[config.mk]
export PLATFORM = sky130hd
export DESIGN_NAME = ctrl_gate_bank
export DESIGN_NICKNAME = d
export VERILOG_FILES = /design/src/rtl/ctrl_gate_bank.sv
export SDC_FILE = /design/constraint.sdc
export NUM_CORES = 1
export LEC_CHECK = 0
export BUFFER_PORTS_ARGS = -buffer_cell sky130_fd_sc_hd__buf_2
export CAP_MARGIN = 40
export CORE_MARGIN = 1
export CORE_UTILIZATION = 33
export DETAILED_ROUTE_END_ITERATION = 10
export PLACE_DENSITY = 0.76
export REMOVE_ABC_BUFFERS = 1
export SYNTH_ARGS = -nofsm -noshare
export SYNTH_HDL_FRONTEND = slang
export SYNTH_SLANG_ARGS = --single-unit
[constraint.sdc]
create_clock -name clk -period 2.3 [get_ports clk]
set_clock_uncertainty 0.15 [all_clocks]
set_input_delay 0.115 -clock clk [delete_from_list [all_inputs] [get_ports clk]]
set_output_delay 0.115 -clock clk [all_outputs]
set_load 0.005 [all_outputs]
[src/rtl/ctrl_gate_bank.sv]
// ctrl_gate_bank: registered one-hot control-signal selector with valid/ready stage.
// Optional macro CTRL_GATE_BANK_ERRCNT_EN enables the saturating illegal-code
// counter (err_count / err_clr); without it err_count is tied to zero.
module ctrl_gate_bank #(
  parameter int unsigned          NCODE    = 10,
  parameter int unsigned          NSIG     = 8,
  parameter logic [NSIG-1:0]      SAFE_SIG = {NSIG{1'b0}},
  parameter int unsigned          CNT_W    = 8
) (
  input  logic                    clk,
  input  logic                    rst_n,
  input  logic [NCODE-1:0]        code,
  input  logic [NSIG*NCODE-1:0]   dec_data,
  input  logic                    in_valid,
  output logic                    in_ready,
  output logic                    out_valid,
  input  logic                    out_ready,
  output logic [NSIG-1:0]         sig,
  output logic                    onehot_err,
  input  logic                    err_clr,
  output logic [CNT_W-1:0]        err_count
);

  logic [NSIG-1:0] sel;
  logic            legal;
  logic            accept;
  logic [NSIG-1:0] next_sig;

  // Per-channel AND-OR select of the decoded table against the class code
  always_comb begin
    sel = '0;
    for (int unsigned s = 0; s < NSIG; s++) begin
      sel[s] = |(code & dec_data[s*NCODE +: NCODE]);
    end
  end

  // Exactly one bit set: nonzero and clearing the lowest set bit leaves nothing
  always_comb begin
    legal    = (code != '0) && ((code & (code - NCODE'(1))) == '0);
    next_sig = legal ? sel : SAFE_SIG;
  end

  // Ready depends only on the output register state and the consumer
  assign in_ready = !out_valid || out_ready;
  assign accept   = in_valid && in_ready;

  // Output pipeline register; data holds while stalled or after drain
  always_ff @(posedge clk) begin
    if (!rst_n) begin
      out_valid  <= 1'b0;
      sig        <= '0;
      onehot_err <= 1'b0;
    end else if (accept) begin
      out_valid  <= 1'b1;
      sig        <= next_sig;
      onehot_err <= !legal;
    end else if (out_valid && out_ready) begin
      out_valid  <= 1'b0;
    end
  end

`ifdef CTRL_GATE_BANK_ERRCNT_EN
  localparam logic [CNT_W-1:0] CNT_MAX = '1;

  // Saturating count of accepted illegal codes; clear wins over increment
  always_ff @(posedge clk) begin
    if (!rst_n) begin
      err_count <= '0;
    end else if (err_clr) begin
      err_count <= '0;
    end else if (accept && !legal && (err_count != CNT_MAX)) begin
      err_count <= err_count + CNT_W'(1);
    end
  end
`else
  logic unused_err_clr;

  // Counter disabled: no flops, clear input intentionally unused
  assign unused_err_clr = err_clr;
  assign err_count      = '0;
`endif

endmodule

==> metrics.csv, run 1 <==
stage,metric,value,unit
critical_path,crit_path_max_incr_delay,0.51,ns
sta,slew_headroom,0.600,
logic_synthesis,yosysWarnings,0,
cts,clock_latency,0.27,ns
run,maxCapViolations,0,
cts,cts_resized,0,
die,core,0.00278,mm²
power,leakagePower,0.773,nW
die,start_util,0.351,
power,internal_power,0.374,mW
die,fp.dieW,56.4,µm
sta,worst_slew_pin_slew,0.599,ns
critical_path,start_kind,primary input,
grt,grt_use_total,0.237,
cts,cts_buffers,3,
critical_path,worstSetupPathType,primary input to flip-flop,
drt,drt_iter0_drc,69,
grt,grt_pass1_wl,5950,µm
placement,pre_cts_ws,0.251,ns
sta,grt_setup_unrepaired,no,
grt,grt_max_degree,19,
cells_and_area,n_fill_cell,305,
cells_and_area,num_antenna_cells,0,
die,die_h,56.4,µm
die,die_area,0.00318,mm²
cts,cts-root-buf,clkbuf_4,
drt,detail_route.drc_violations,0,
critical_path,end_kind,flip-flop,
cells_and_area,final_cell_mix,"buf_2 (104), a22oi_1 (32), nand2_1 (25)",
drt,via_per_inst,5.49,
cts,path_clk_slew,0.07,ns
cts,htreeDepth,1,
grt,grt_pass1_vias,1283,
power,power.total,0.541,mW
drt,routedWlPerCell,14.5,µm
drt,drt-pass1-iter-count,4,
critical_path,required,2.30,ns
grt,antenna_found_initial,0,
logic_synthesis,synth_area,977,µm²
power,p_seq_frac,0.327,
logic_synthesis,synth_area_per_cell,7.40,µm²
cells_and_area,drive_above_1_share,0.489,
power,power_switching,0.167,mW
drt,antenna_left,0,
cts,cts_tree,built,
sta,fin_ws,0.500,ns
sta,min_period,1.80,ns
logic_synthesis,yosys.cell_types.count,25,
critical_path,path_cells,"dlygate4sd3_1, buf_2, nand2_1, a221o_1, o31ai_1, a21oi_1",
sta,finalHoldViolCount,0,
logic_synthesis,yosysSeqAreaShare,0.205,
cts,ctsLongestPathBuffers,2,
critical_path,arrival,1.80,ns
sta,fmax,556,MHz
cells_and_area,area_delta_synth_final,54.5,%
power,combinationalPowerShare,0.368,
placement,hpwl,2890,µm
sta,period_share,0.782,
grt,grt_overflow,0,
die,num_rows,19,
placement,gp_congestion,0.725,
sta,setup_tns,0,ns
drt,wl,3780,µm
drt,via_count,1428,
critical_path,cp_top_family,compound AO/OA/AOI/OAI gates,
critical_path,crit_slowest_cell,dlygate4sd3_1,
cells_and_area,nets,325,
critical_path,critPathBufInv,2,
cts,cts_sinks,10,
power,peakVddDrop,0.000280,V
sta,setup_viol,0,
sta,drv_slew,0,
power,clkPwrFrac,0.305,
cells_and_area,final_common_cell,buf_2,
logic_synthesis,netlist_instances,132,
critical_path,cp_max_fo,18,
logic_synthesis,ys_seq_elements,10,
run_status,status,finished clean,
die,io_pins,114,
power,sw_frac_of_total,0.309,
placement,numPortBuffers,104,
power,p_per_area,358,mW/mm²
hold_path,hold_class,primary input to flip-flop,
final timing paths:
kind / from / end / slack (ns) / cells after the start
setup / recovery: in_valid / sig[4] / 0.50 / 6
hold / removal: out_ready / out_valid / 0.004 / 3
setup reg to reg: out_valid / sig[4] / 0.55 / 5
hold reg to reg: sig[1] / sig[1] / 0.30 / 2
layer usage:
metal	wire length [µm]	global-route usage
met4	41	0.0836
met3	381	0.0461
met1	1500	0.302
met5	0	0
met2	1860	0.398
area by class of cell:
type                    instances  area, µm²  share of cell area
multi-input cells             107        689               0.457
repair buffers                106        538               0.356
flip-flops and latches         10        200               0.133
well taps                      31       38.8              0.0257
clock buffers                   4       36.3              0.0240
inverters                       2       7.51             0.00497
synthesized netlist by cell type, drive strengths merged:
library cell / count / area share
a22oi: 32 / 0.25
or3: 1 / 0.0064
conb: 1 / 0.0038
o21ai: 1 / 0.0051
nand2: 25 / 0.096
inv: 2 / 0.0077
clkbuf: 11 / 0.042
nor2: 2 / 0.0077
or4: 1 / 0.012
buf: 9 / 0.067
maj3: 1 / 0.010
o211ai: 1 / 0.022
a221o: 8 / 0.082
o31ai: 9 / 0.069
a2111o: 1 / 0.012
a21boi: 1 / 0.0077
a211oi: 2 / 0.015
dfxtp: 10 / 0.20
nand2b: 2 / 0.013
a21oi: 9 / 0.050
and3: 1 / 0.0064
nor4: 1 / 0.0064
nor4b: 1 / 0.0090
power groups by stage:
stage | Combinational [mW] | Sequential (mW) | Clock [mW]
floorplan | 0.0726 | 0.181 | 0
global placement | 0.195 | 0.181 | 0
detailed placement | 0.197 | 0.181 | 0
CTS | 0.199 | 0.177 | 0.165
global route | 0.222 | 0.177 | 0.177
finish | 0.199 | 0.177 | 0.165
logic make-up (layout without fill, tap and decap cells):
logic type | after synthesis | in the layout | share of synthesized area
flip-flops | 10 | 10 | 0.205
AND/OR/NAND/NOR | 34 | 34 | 0.156
other | 1 | 8 | 0.00384
AO/OA/AOI/OAI | 64 | 64 | 0.508
buffers and inverters | 22 | 112 | 0.117
adder cells (fa/ha/maj) | 1 | 1 | 0.0102
metrics by stage:
step	cell area (µm²)	cells	hold WS, ns	util
floorplan	897	119	0.0940	-
global placement	1460	255	0.228	0.526
detailed placement	1460	255	0.241	0.526
CTS	1510	260	0.00848	0.543
global route	1510	260	0.0382	0.543
finish	1510	260	0.00428	0.543
worst reg2reg max path: stages (launching register included):
cell and delay, ns:
dfxtp_1 0.31, nand2b_1 0.09, nand2_1 0.36, a221o_1 0.41
o31ai_1 0.25, a21oi_1 0.06
state kept, by name, summed over array words and instances (netlist names):
register / flops
sig: 8
out_valid: 1
onehot_err: 1
what timing repair did:
| action | 4_1_cts | 5_1_grt |
|---|---|---|
| endpoints found under the hold margin | 1 | 0 |
| setup endpoints to repair | 0 | 0 |
| hold buffers | 1 | 0 |
| buffers inserted | 0 | 0 |
No activity file was read; power rests on OpenSTA's default activity.
==> run 2, diff against run 1 <==
--- a/config.mk
+++ b/config.mk
@@ -8,9 +8,9 @@
 export BUFFER_PORTS_ARGS = -buffer_cell sky130_fd_sc_hd__buf_2
 export CAP_MARGIN = 40
 export CORE_MARGIN = 1
-export CORE_UTILIZATION = 33
+export CORE_UTILIZATION = 30
 export DETAILED_ROUTE_END_ITERATION = 10
-export PLACE_DENSITY = 0.76
+export PLACE_DENSITY = 0.72
 export REMOVE_ABC_BUFFERS = 1
 export SYNTH_ARGS = -nofsm -noshare
 export SYNTH_HDL_FRONTEND = slang
==> constraint.sdc (replaced) <==
create_clock -name clk -period 1.56 [get_ports clk]
set_clock_uncertainty 0.15 [all_clocks]
set_input_delay 0.078 -clock clk [delete_from_list [all_inputs] [get_ports clk]]
set_output_delay 0.078 -clock clk [all_outputs]
set_load 0.005 [all_outputs]
==> metrics.csv, run 2 (synthesis gave the netlist of run 1 again) <==
stage,metric,value,unit,change
sta,fin_ws,-0.0264,ns,was 0.500 ns
die,die_h,59.1,µm,was 56.4 µm
critical_path,cp_max_fo,5,,was 18
cts,path_clk_slew,0.07,ns,about the same
placement,numPortBuffers,104,,unchanged
drt,via_count,1508,,"was 1,428"
grt,grt_pass1_wl,6260,µm,was 5950 µm
sta,fmax,630,MHz,
cts,cts-root-buf,clkbuf_4,,unchanged
hold_path,hold_class,primary input to flip-flop,,unchanged
drt,wl,4290,µm,was 3780 µm
placement,hpwl,3060,µm,was 2890 µm
cts,cts_buffers,3,,unchanged
sta,hold_ws,0.0502,ns,was 0.00428 ns
sta,finalHoldViolCount,0,,unchanged
die,start_util,0.317,,was 0.351
cells_and_area,regMostFlops,sig,,unchanged
sta,setup_viol,1,,was 0
grt,grt_use_total,0.242,,was 0.237
cts,htreeDepth,1,,unchanged
power,peakVddDrop,0.000194,V,was 0.000280 V
cells_and_area,final_cell_mix,"buf_2 (100), a22oi_1 (32), nand2_1 (24)",,"was buf_2 (104), a22oi_1 (32), nand2_1 (25)"
drt,drt-pass1-iter-count,4,,unchanged
grt,antenna_found_initial,0,,unchanged
sta,drv_slew,0,,unchanged
sta,worst_slew_pin_slew,0.561,ns,was 0.599 ns
critical_path,required,1.57,ns,was 2.30 ns
run_status,status,"complete, but fails checks",,was finished clean
die,num_rows,20,,was 19
drt,via_per_inst,5.20,,was 5.49
die,core,0.00308,mm²,was 0.00278 mm²
cells_and_area,layout.core_utilization,0.567,,was 0.543
critical_path,end_kind,flip-flop,,unchanged
cells_and_area,nets,343,,was 325
cells_and_area,reg_top3,"sig (8), onehot_err (1), out_valid (1)",,unchanged
grt,grt_overflow,0,,unchanged
power,p_per_area,457,mW/mm²,was 358 mW/mm²
critical_path,arrival,1.60,ns,was 1.80 ns
critical_path,worstSetupPathType,primary input to flip-flop,,unchanged
power,leakagePower,0.880,nW,was 0.773 nW
sta,period_share,1.02,,
die,die_area,0.00349,mm²,was 0.00318 mm²
cells_and_area,drive_above_1_share,0.541,,was 0.489
die,io_pins,114,,unchanged
drt,routedWlPerCell,14.8,µm,was 14.5 µm
die,fp.dieW,59.1,µm,was 56.4 µm
placement,pre_cts_ws,-0.331,ns,was 0.251 ns
sta,min_period,1.59,ns,
cts,cts_tree,built,,unchanged
cts,clock_latency,0.26,ns,was 0.27 ns
cells_and_area,largest_reg_flops,8,,unchanged
drt,drt_iter0_drc,77,,was 69
run,maxCapViolations,0,,unchanged
run_status,violations,negative setup slack,,
sta,grt_setup_unrepaired,yes,,was no
drt,detail_route.drc_violations,0,,unchanged
placement,gp_congestion,0.807,,was 0.725
grt,grt_pass1_vias,1332,,"was 1,283"
cts,cts_sinks,10,,unchanged
grt,grt_max_degree,19,,unchanged
cells_and_area,area_delta_synth_final,78.7,%,was 54.5%
cells_and_area,num_antenna_cells,0,,unchanged
sta,slew_headroom,0.623,,was 0.600
drt,antenna_left,0,,unchanged
cells_and_area,final_common_cell,buf_2,,unchanged
critical_path,start_kind,primary input,,unchanged
cts,ctsLongestPathBuffers,2,,unchanged
==> run 2: cell types whose count changed in the layout (fill, tap and decap cells not counted), sizes merged <==
cell,change
buf,+13
o211ai,+1
dlygate4sd3,+2
clkbuf,+1
==> run 2: through the flow <==
stage | cell area, µm² | total power, mW | setup TNS (ns) | instances
2_1_floorplan | 897 | 0.374 | -0.768 | 119
6_report | 1750 | 0.798 | -0.0264 | 290
3_3_place_gp | 1580 | 0.587 | -2.09 | 280
4_1_cts | 1650 | 0.772 | -0.00311 | 286
5_1_grt | 1750 | 0.851 | -0.0709 | 290
3_5_place_dp | 1580 | 0.589 | -2.28 | 280
==> run 2: worst max-delay path, cell delays in order <==
cell      delay [ns]
buf_6           0.09
or4_4           0.52
or3_4           0.39
a21oi_4         0.20
o211ai_4        0.13
and3_1          0.18
==> run 2: worst paths after layout <==
path	depth (start not counted)	slack, ns	from	end
worst min register to register	2	0.30	sig[6]	sig[6]
worst max-delay path	6	-0.03	code[0]	onehot_err
worst max register to register	6	0.04	out_valid	sig[3]
worst min-delay path	5	0.05	dec_data[18]	sig[1]
==> run 2: layout make-up <==
| type | instances | area (µm²) |
|---|---|---|
| Fill cell | 330 | 1330 |
| Multi-Input combinational cell | 108 | 739 |
| Timing Repair Buffer | 123 | 722 |
| Sequential cell | 10 | 200 |
| Tap cell | 44 | 55.1 |
| Clock buffer | 3 | 22.5 |
| Inverter | 2 | 7.51 |
==> run 2: timing repair <==
action / in CTS / in global routing
cloned: 0 / 2
endpoints found under the hold margin: 4 / 0
hold buffers: 3 / 0
resized for setup: 3 / 9
setup buffers: 0 / 2
endpoints found under the setup margin: 2 / 9
pin swaps: 2 / 6
==> run 2: layer usage <==
metal  routed length (µm)  track usage
met1                 1750        0.308
met2                 2110        0.411
met3                  382       0.0328
met4                   41       0.0986
met5                    0            0
==> run 2: power by group <==
group	switching, mW	internal [mW]
combinational	0.167	0.196
sequential	0.00165	0.259
clock	0.0848	0.0889
